--- src/rtl/serial_add_ctrl.sv ---
// ---------------------------------------------------------------------------
// serial_add_ctrl
//   Bit-serial adder controller. A single full-add cell (two half adders plus
//   an OR for the carry) is time-shared over WIDTH clock cycles. It adds two
//   WIDTH-bit unsigned operands LSB first.
//
//   Ports
//     clk    in   rising-edge clock
//     rst    in   asynchronous, active-high reset
//     start  in   request, sampled only while IDLE
//     a, b   in   WIDTH-bit operands, captured on an accepted start
//     busy   out  high while the serial add is running (ADD)
//     done   out  one-cycle pulse, sum/cout valid
//     sum    out  registered WIDTH-bit result
//     cout   out  registered final carry (unsigned overflow)
//
//   Timing: start sampled at edge E0, ADD runs for edges E1..EWIDTH.
//   done is high between EWIDTH and EWIDTH+1. Back-to-back period is
//   WIDTH+2 edges, because start is ignored in DONE.
// ---------------------------------------------------------------------------

// Half adder: s = a ^ b, c = a & b.
module halfadder (
   input  logic a,
   input  logic b,
   output logic c,
   output logic s
);
   assign s = a ^ b;
   assign c = a & b;
endmodule

module serial_add_ctrl #(
   parameter int WIDTH = 4
) (
   input  logic             clk,
   input  logic             rst,
   input  logic             start,
   input  logic [WIDTH-1:0] a,
   input  logic [WIDTH-1:0] b,
   output logic             busy,
   output logic             done,
   output logic [WIDTH-1:0] sum,
   output logic             cout
);

   localparam int CW = (WIDTH > 1) ? $clog2(WIDTH) : 1;
   localparam logic [CW-1:0] CNT_LAST = CW'(WIDTH - 1);

   // 2'b11 is unused and falls back to IDLE through the default arm.
   localparam logic [1:0] S_IDLE = 2'b00;
   localparam logic [1:0] S_ADD  = 2'b01;
   localparam logic [1:0] S_DONE = 2'b10;

   logic [1:0]       state_q, state_d;
   logic [WIDTH-1:0] a_sr_q, a_sr_d;
   logic [WIDTH-1:0] b_sr_q, b_sr_d;
   logic [WIDTH-1:0] res_sr_q, res_sr_d;
   logic             carry_q, carry_d;
   logic [CW-1:0]    cnt_q, cnt_d;
   logic [WIDTH-1:0] sum_q, sum_d;
   logic             cout_q, cout_d;

   // Shared full-add cell
   logic s0, c0, bit_s, c1, cell_carry;

   halfadder u_ha0 (
      .a (a_sr_q[0]),
      .b (b_sr_q[0]),
      .c (c0),
      .s (s0)
   );

   halfadder u_ha1 (
      .a (s0),
      .b (carry_q),
      .c (c1),
      .s (bit_s)
   );

   assign cell_carry = c0 | c1;

   // ---------------------------------------------------------------------
   // State register and datapath flops
   // ---------------------------------------------------------------------
   always_ff @(posedge clk or posedge rst) begin
      if (rst) begin
         state_q  <= S_IDLE;
         a_sr_q   <= '0;
         b_sr_q   <= '0;
         res_sr_q <= '0;
         carry_q  <= 1'b0;
         cnt_q    <= '0;
         sum_q    <= '0;
         cout_q   <= 1'b0;
      end else begin
         state_q  <= state_d;
         a_sr_q   <= a_sr_d;
         b_sr_q   <= b_sr_d;
         res_sr_q <= res_sr_d;
         carry_q  <= carry_d;
         cnt_q    <= cnt_d;
         sum_q    <= sum_d;
         cout_q   <= cout_d;
      end
   end

   // ---------------------------------------------------------------------
   // Next-state logic
   // ---------------------------------------------------------------------
   always_comb begin
      state_d = S_IDLE;
      case (state_q)
         S_IDLE:  state_d = start ? S_ADD : S_IDLE;
         S_ADD:   state_d = (cnt_q == CNT_LAST) ? S_DONE : S_ADD;
         S_DONE:  state_d = S_IDLE;
         default: state_d = S_IDLE;
      endcase
   end

   // ---------------------------------------------------------------------
   // Datapath next values
   // ---------------------------------------------------------------------
   always_comb begin
      a_sr_d   = a_sr_q;
      b_sr_d   = b_sr_q;
      res_sr_d = res_sr_q;
      carry_d  = carry_q;
      cnt_d    = cnt_q;
      sum_d    = sum_q;
      cout_d   = cout_q;

      case (state_q)
         S_IDLE: begin
            if (start) begin
               a_sr_d   = a;
               b_sr_d   = b;
               res_sr_d = '0;
               carry_d  = 1'b0;
               cnt_d    = '0;
            end
         end
         S_ADD: begin
            a_sr_d   = {1'b0, a_sr_q[WIDTH-1:1]};
            b_sr_d   = {1'b0, b_sr_q[WIDTH-1:1]};
            res_sr_d = {bit_s, res_sr_q[WIDTH-1:1]};
            carry_d  = cell_carry;
            cnt_d    = cnt_q + CW'(1);
            // The visible result only updates once, with the full word,
            // so sum never exposes a partially shifted value.
            if (cnt_q == CNT_LAST) begin
               sum_d  = {bit_s, res_sr_q[WIDTH-1:1]};
               cout_d = cell_carry;
            end
         end
         default: ;
      endcase
   end

   // ---------------------------------------------------------------------
   // Outputs
   // ---------------------------------------------------------------------
   always_comb begin
      busy = (state_q == S_ADD);
      done = (state_q == S_DONE);
   end

   assign sum  = sum_q;
   assign cout = cout_q;

endmodule

--- config.mk ---
export PLATFORM = sky130hd
export DESIGN_NAME = serial_add_ctrl
export DESIGN_NICKNAME = d
export VERILOG_FILES = /design/src/rtl/serial_add_ctrl.sv
export SDC_FILE = /design/constraint.sdc
export NUM_CORES = 1
export LEC_CHECK = 0
export CELL_PAD_IN_SITES_DETAIL_PLACEMENT = 0
export CELL_PAD_IN_SITES_GLOBAL_PLACEMENT = 1
export CORE_MARGIN = 3
export CORE_UTILIZATION = 40
export DETAILED_ROUTE_END_ITERATION = 7
export PLACE_DENSITY_LB_ADDON = 0.1
export SLEW_MARGIN = 25
export SYNTH_ARGS = -nofsm -noshare
export SYNTH_HDL_FRONTEND = slang
export SYNTH_SLANG_ARGS = --single-unit
--- constraint.sdc ---
create_clock -name clk -period 1.9 [get_ports clk]
set_clock_uncertainty 0.05 [all_clocks]
set_input_delay 0.38 -clock clk [delete_from_list [all_inputs] [get_ports clk]]
set_output_delay 0.38 -clock clk [all_outputs]
set_load 0.02 [all_outputs]
==> results.md <==
- The flow ran to the end, and the final reports show no timing, DRC or antenna violations.
- The worst register-to-register path begins at state_q[1]$_DFF_PP0_.
- Data on the critical path arrives at its endpoint at 1.29 ns.
- The time the worst path needs with I/O delays and setup is 1.72 ns.
- The unique cell type count in the Yosys netlist is 17.
- The post-synth design cell area is 965 µm².
- The final setup violation count is 0.
- The initialized floorplan defines 17 standard-cell rows.
- At the pin with the least slew margin, the transition time is 0.395 ns.
- The register bit count reported by yosys is 21.
- The root buffer cell chosen for the clock tree is sky130_fd_sc_hd__clkbuf_4.
- The sort of element at the end of the critical path is a primary output.
- The initial antenna violation count is 0.
- The worst slew margin relative to its limit is 0.736.
- The number of global-route vias before repair was 569.
- The quantity of I/O buffers inserted on ports is 17.
- The total wirelength of the detailed-routed design is 1.71 mm.
- The final worst-path cycle share is 0.903.
- The synthesized instance count is 74.
- The detailed placement HPWL is 1.27 mm.
- The met2 global-route usage is 0.185.
- The area growth from synthesis to layout is 24.1%.
- Clock tree synthesis found a total of 21 sinks.
- Averaged over all synthesized cells, the footprint is 13.0 µm².
- The initial utilization of the core area, before any placement, comes to 0.428.
- The die extent in y is 55.1 µm.
- The layout has 199 filler cells.
- The CTS tree is built.
- IR analysis of the VDD net gives a maximum drop of 1.12 mV.
- At the later pin of the worst-skew pair, clock insertion delay measures 0.30 ns.
- For this design the ratio of total power to cell area is 1660 mW/mm².
- During synthesis, Yosys emitted a total of 0 warnings.
- Setup repair after global routing left no endpoint under its margin.
- Summing all multi-input logic gate instances after layout gives 365 µm².
- In the global route stage, met1 resource usage came out at 0.184.
- In the routed design, unresolved DRC markers number 0.
- In this run the deepest clock path goes through 2 buffers.
- The final count of hold timing violations came to 0.
- Summed over all layers, the global routing overflow is 0.
- Data on the critical path is required at its endpoint by 1.47 ns.
- The count of inserted antenna diode cells is 0.
- STA classifies the critical path startpoint as a register.
- The via density per instance is 5.00.
- The die covers 0.00304 mm².
- The DRC violation total after the first TritonRoute iteration is 10.
- At the end of routability-driven placement, the weighted congestion stood at 0.748.
- In this run the number of H-tree levels came out at 1.
- In the final design database the tool counted 110 nets.
- The total area inside the core boundary comes to 0.00225 mm².
- The critical path is of the reg -> out type.
- The signal on the critical path passes through nor2b_1 > dlygate4sd2_1.
- The first detailed-routing pass ran for 3 iterations.
- Counting tap cells, the placed design contains a total of 120 instances.
- The global-route met3 utilization is 0.0241.
- The clock transition at the registers of the reported paths is 0.11 ns.
- The horizontal extent of the die is 55.1 µm.
- In this run the remaining antenna-violating nets after routing total 0.
- The layout cell share with drive strength beyond 1 is 0.219.
- The flip-flop and latch area is 527 µm².
- The total placed instance area is 0.00117 mm².
- The total number of vias is 620.
- The sequential fraction of the synthesis area is 0.545.
- In this run the register-to-register setup slack is 0.53 ns.
- For this run, the top clock speed supported by timing is 583 MHz.
- The number of cells on the worst reg-to-reg path is 3.
- The max-cap violation count is 0.
- The total clock buffers created by CTS is 3.
- The cell with the biggest individual delay on the critical path is sky130_fd_sc_hd__dfrtp_2.
- In the final timing run, aggregate negative setup slack is 0 ns.
- The number of slew-limit violations in the final report is 0.
- In this run the count of I/O pins placed on the die edge is 18.
- The largest stage delay on the critical path is 0.46 ns.
- The final core utilization is 0.531.
- The global-route layer with the greatest usage is met2.
- The path class of the tightest hold or removal check is in -> async.
- After routing the design area is 0.00120 mm².
- Dividing the detail-routed wire length by the instance count gives 13.8 µm.
- The first global-routing pass estimated 2.71 mm of wire.
- In this run the critical register-to-register path is captured at b_sr_q[1]$_DFFE_PP0P_.
- The leakage power is 0.558 nW.
- The number of nets in the synthesized netlist is 87.
- The overall global routing resource usage is 0.130.
- The pin count of the biggest net entering global routing is 22.
- The largest fanout on the critical path is 7.
- Excluding fillers, the count of instances in the completed layout stands at 124.
-- worst max-delay path by stage --
stage / start / to / slack [ns]
finish: state_q[1]$_DFF_PP0_ / busy / 0.18
global route: state_q[1]$_DFF_PP0_ / busy / 0.12
CTS: state_q[1]$_DFF_PP0_ / busy / 0.15
detailed placement: state_q[1]$_DFF_PP0_ / busy / 0.20
global placement: state_q[1]$_DFF_PP0_ / busy / 0.22
floorplan: state_q[1]$_DFF_PP0_ / done / 0.51
-- synth_stat cells --
master,count,share of area
sky130_fd_sc_hd__a21oi_1,1,0.0052
sky130_fd_sc_hd__a221oi_1,5,0.045
sky130_fd_sc_hd__a221oi_2,1,0.016
sky130_fd_sc_hd__a22o_1,7,0.064
sky130_fd_sc_hd__buf_2,2,0.010
sky130_fd_sc_hd__buf_6,3,0.035
sky130_fd_sc_hd__dfrtp_1,21,0.54
sky130_fd_sc_hd__fa_1,1,0.021
sky130_fd_sc_hd__ha_1,1,0.013
sky130_fd_sc_hd__inv_1,8,0.031
sky130_fd_sc_hd__mux2_2,6,0.070
sky130_fd_sc_hd__nand3b_4,1,0.021
sky130_fd_sc_hd__nor2_1,6,0.023
sky130_fd_sc_hd__nor2b_1,2,0.013
sky130_fd_sc_hd__nor2b_4,1,0.014
sky130_fd_sc_hd__nor3b_1,7,0.054
sky130_fd_sc_hd__o21bai_4,1,0.019
-- routing by layer --
metal,vias up,share of wire
met5,-,0
met4,0,0.016
met3,4,0.029
met2,8,0.45
met1,301,0.51
li1,307,-
-- metrics by stage --
stage,hold slack [ns],worst slack (ns),power (mW)
floorplan,0.307,0.513,1.51
global placement,0.435,0.216,1.79
detailed placement,0.435,0.204,1.81
CTS,0.340,0.147,2.02
global route,0.359,0.122,2.14
finish,0.348,0.184,1.98
-- layout make-up --
class | instances | share of cell area
clock buffer | 3 | 0.0188
clock inverter | 1 | 0.00418
inverter | 8 | 0.0251
multi-input combinational | 40 | 0.305
sequential | 21 | 0.440
tap | 28 | 0.0293
timing repair buffer | 23 | 0.178
-- where the power goes --
| part | switching [mW] | internal (mW) | leakage [nW] |
|---|---|---|---|
| sequential | 0.128 | 0.656 | 0.258 |
| combinational | 0.461 | 0.527 | 0.283 |
| clock | 0.132 | 0.0785 | 0.0177 |
| total | 0.721 | 1.26 | 0.558 |
-- sequential cells by signal, indices dropped and copies added, names as in the netlist --
name / count
state_q: 2
sum: 4
carry_q: 1
cnt_q: 2
cout: 1
res_sr_q: 3
a_sr_q: 4
b_sr_q: 4
-- layout by cell type, fill, tap and decap left out --
cell type                         instances
sky130_fd_sc_hd__dfrtp_1                 20
sky130_fd_sc_hd__a221oi_1                 5
sky130_fd_sc_hd__nor3b_1                  7
sky130_fd_sc_hd__buf_4                    6
sky130_fd_sc_hd__dfrtp_2                  1
sky130_fd_sc_hd__mux2_2                   6
sky130_fd_sc_hd__ha_1                     1
sky130_fd_sc_hd__a221oi_2                 1
sky130_fd_sc_hd__nand3b_4                 1
sky130_fd_sc_hd__clkinv_2                 1
sky130_fd_sc_hd__fa_1                     1
sky130_fd_sc_hd__nor2b_4                  1
sky130_fd_sc_hd__clkdlybuf4s50_1         15
sky130_fd_sc_hd__dlygate4sd2_1            2
sky130_fd_sc_hd__a21oi_1                  1
sky130_fd_sc_hd__o21bai_4                 1
sky130_fd_sc_hd__a22o_1                   7
sky130_fd_sc_hd__nor2b_1                  2
sky130_fd_sc_hd__clkbuf_4                 3
sky130_fd_sc_hd__inv_1                    8
sky130_fd_sc_hd__nor2_1                   6
-- cell families after synthesis --
family | count (synthesis) | share of synthesized area
buf+inv | 13 | 0.0765
simple gates | 17 | 0.126
fa+ha+maj | 2 | 0.0337
compound gates | 15 | 0.149
flops | 21 | 0.545
mux | 6 | 0.0700
-- worst max-delay path: cells and delay by family (launching register included) --
kind	cells	cell delay, ns
DFF	1	0.46
buffers and inverters	1	0.35
and+or+nand+nor	1	0.17
-- repair_timing --
| action | in CTS | in global routing |
|---|---|---|
| resized for setup | 3 | 0 |
| hold buffers | 0 | 0 |
| endpoints found under the setup margin | 2 | 0 |
| buffers inserted | 0 | 0 |
No activity file was read; power rests on OpenSTA's default activity.
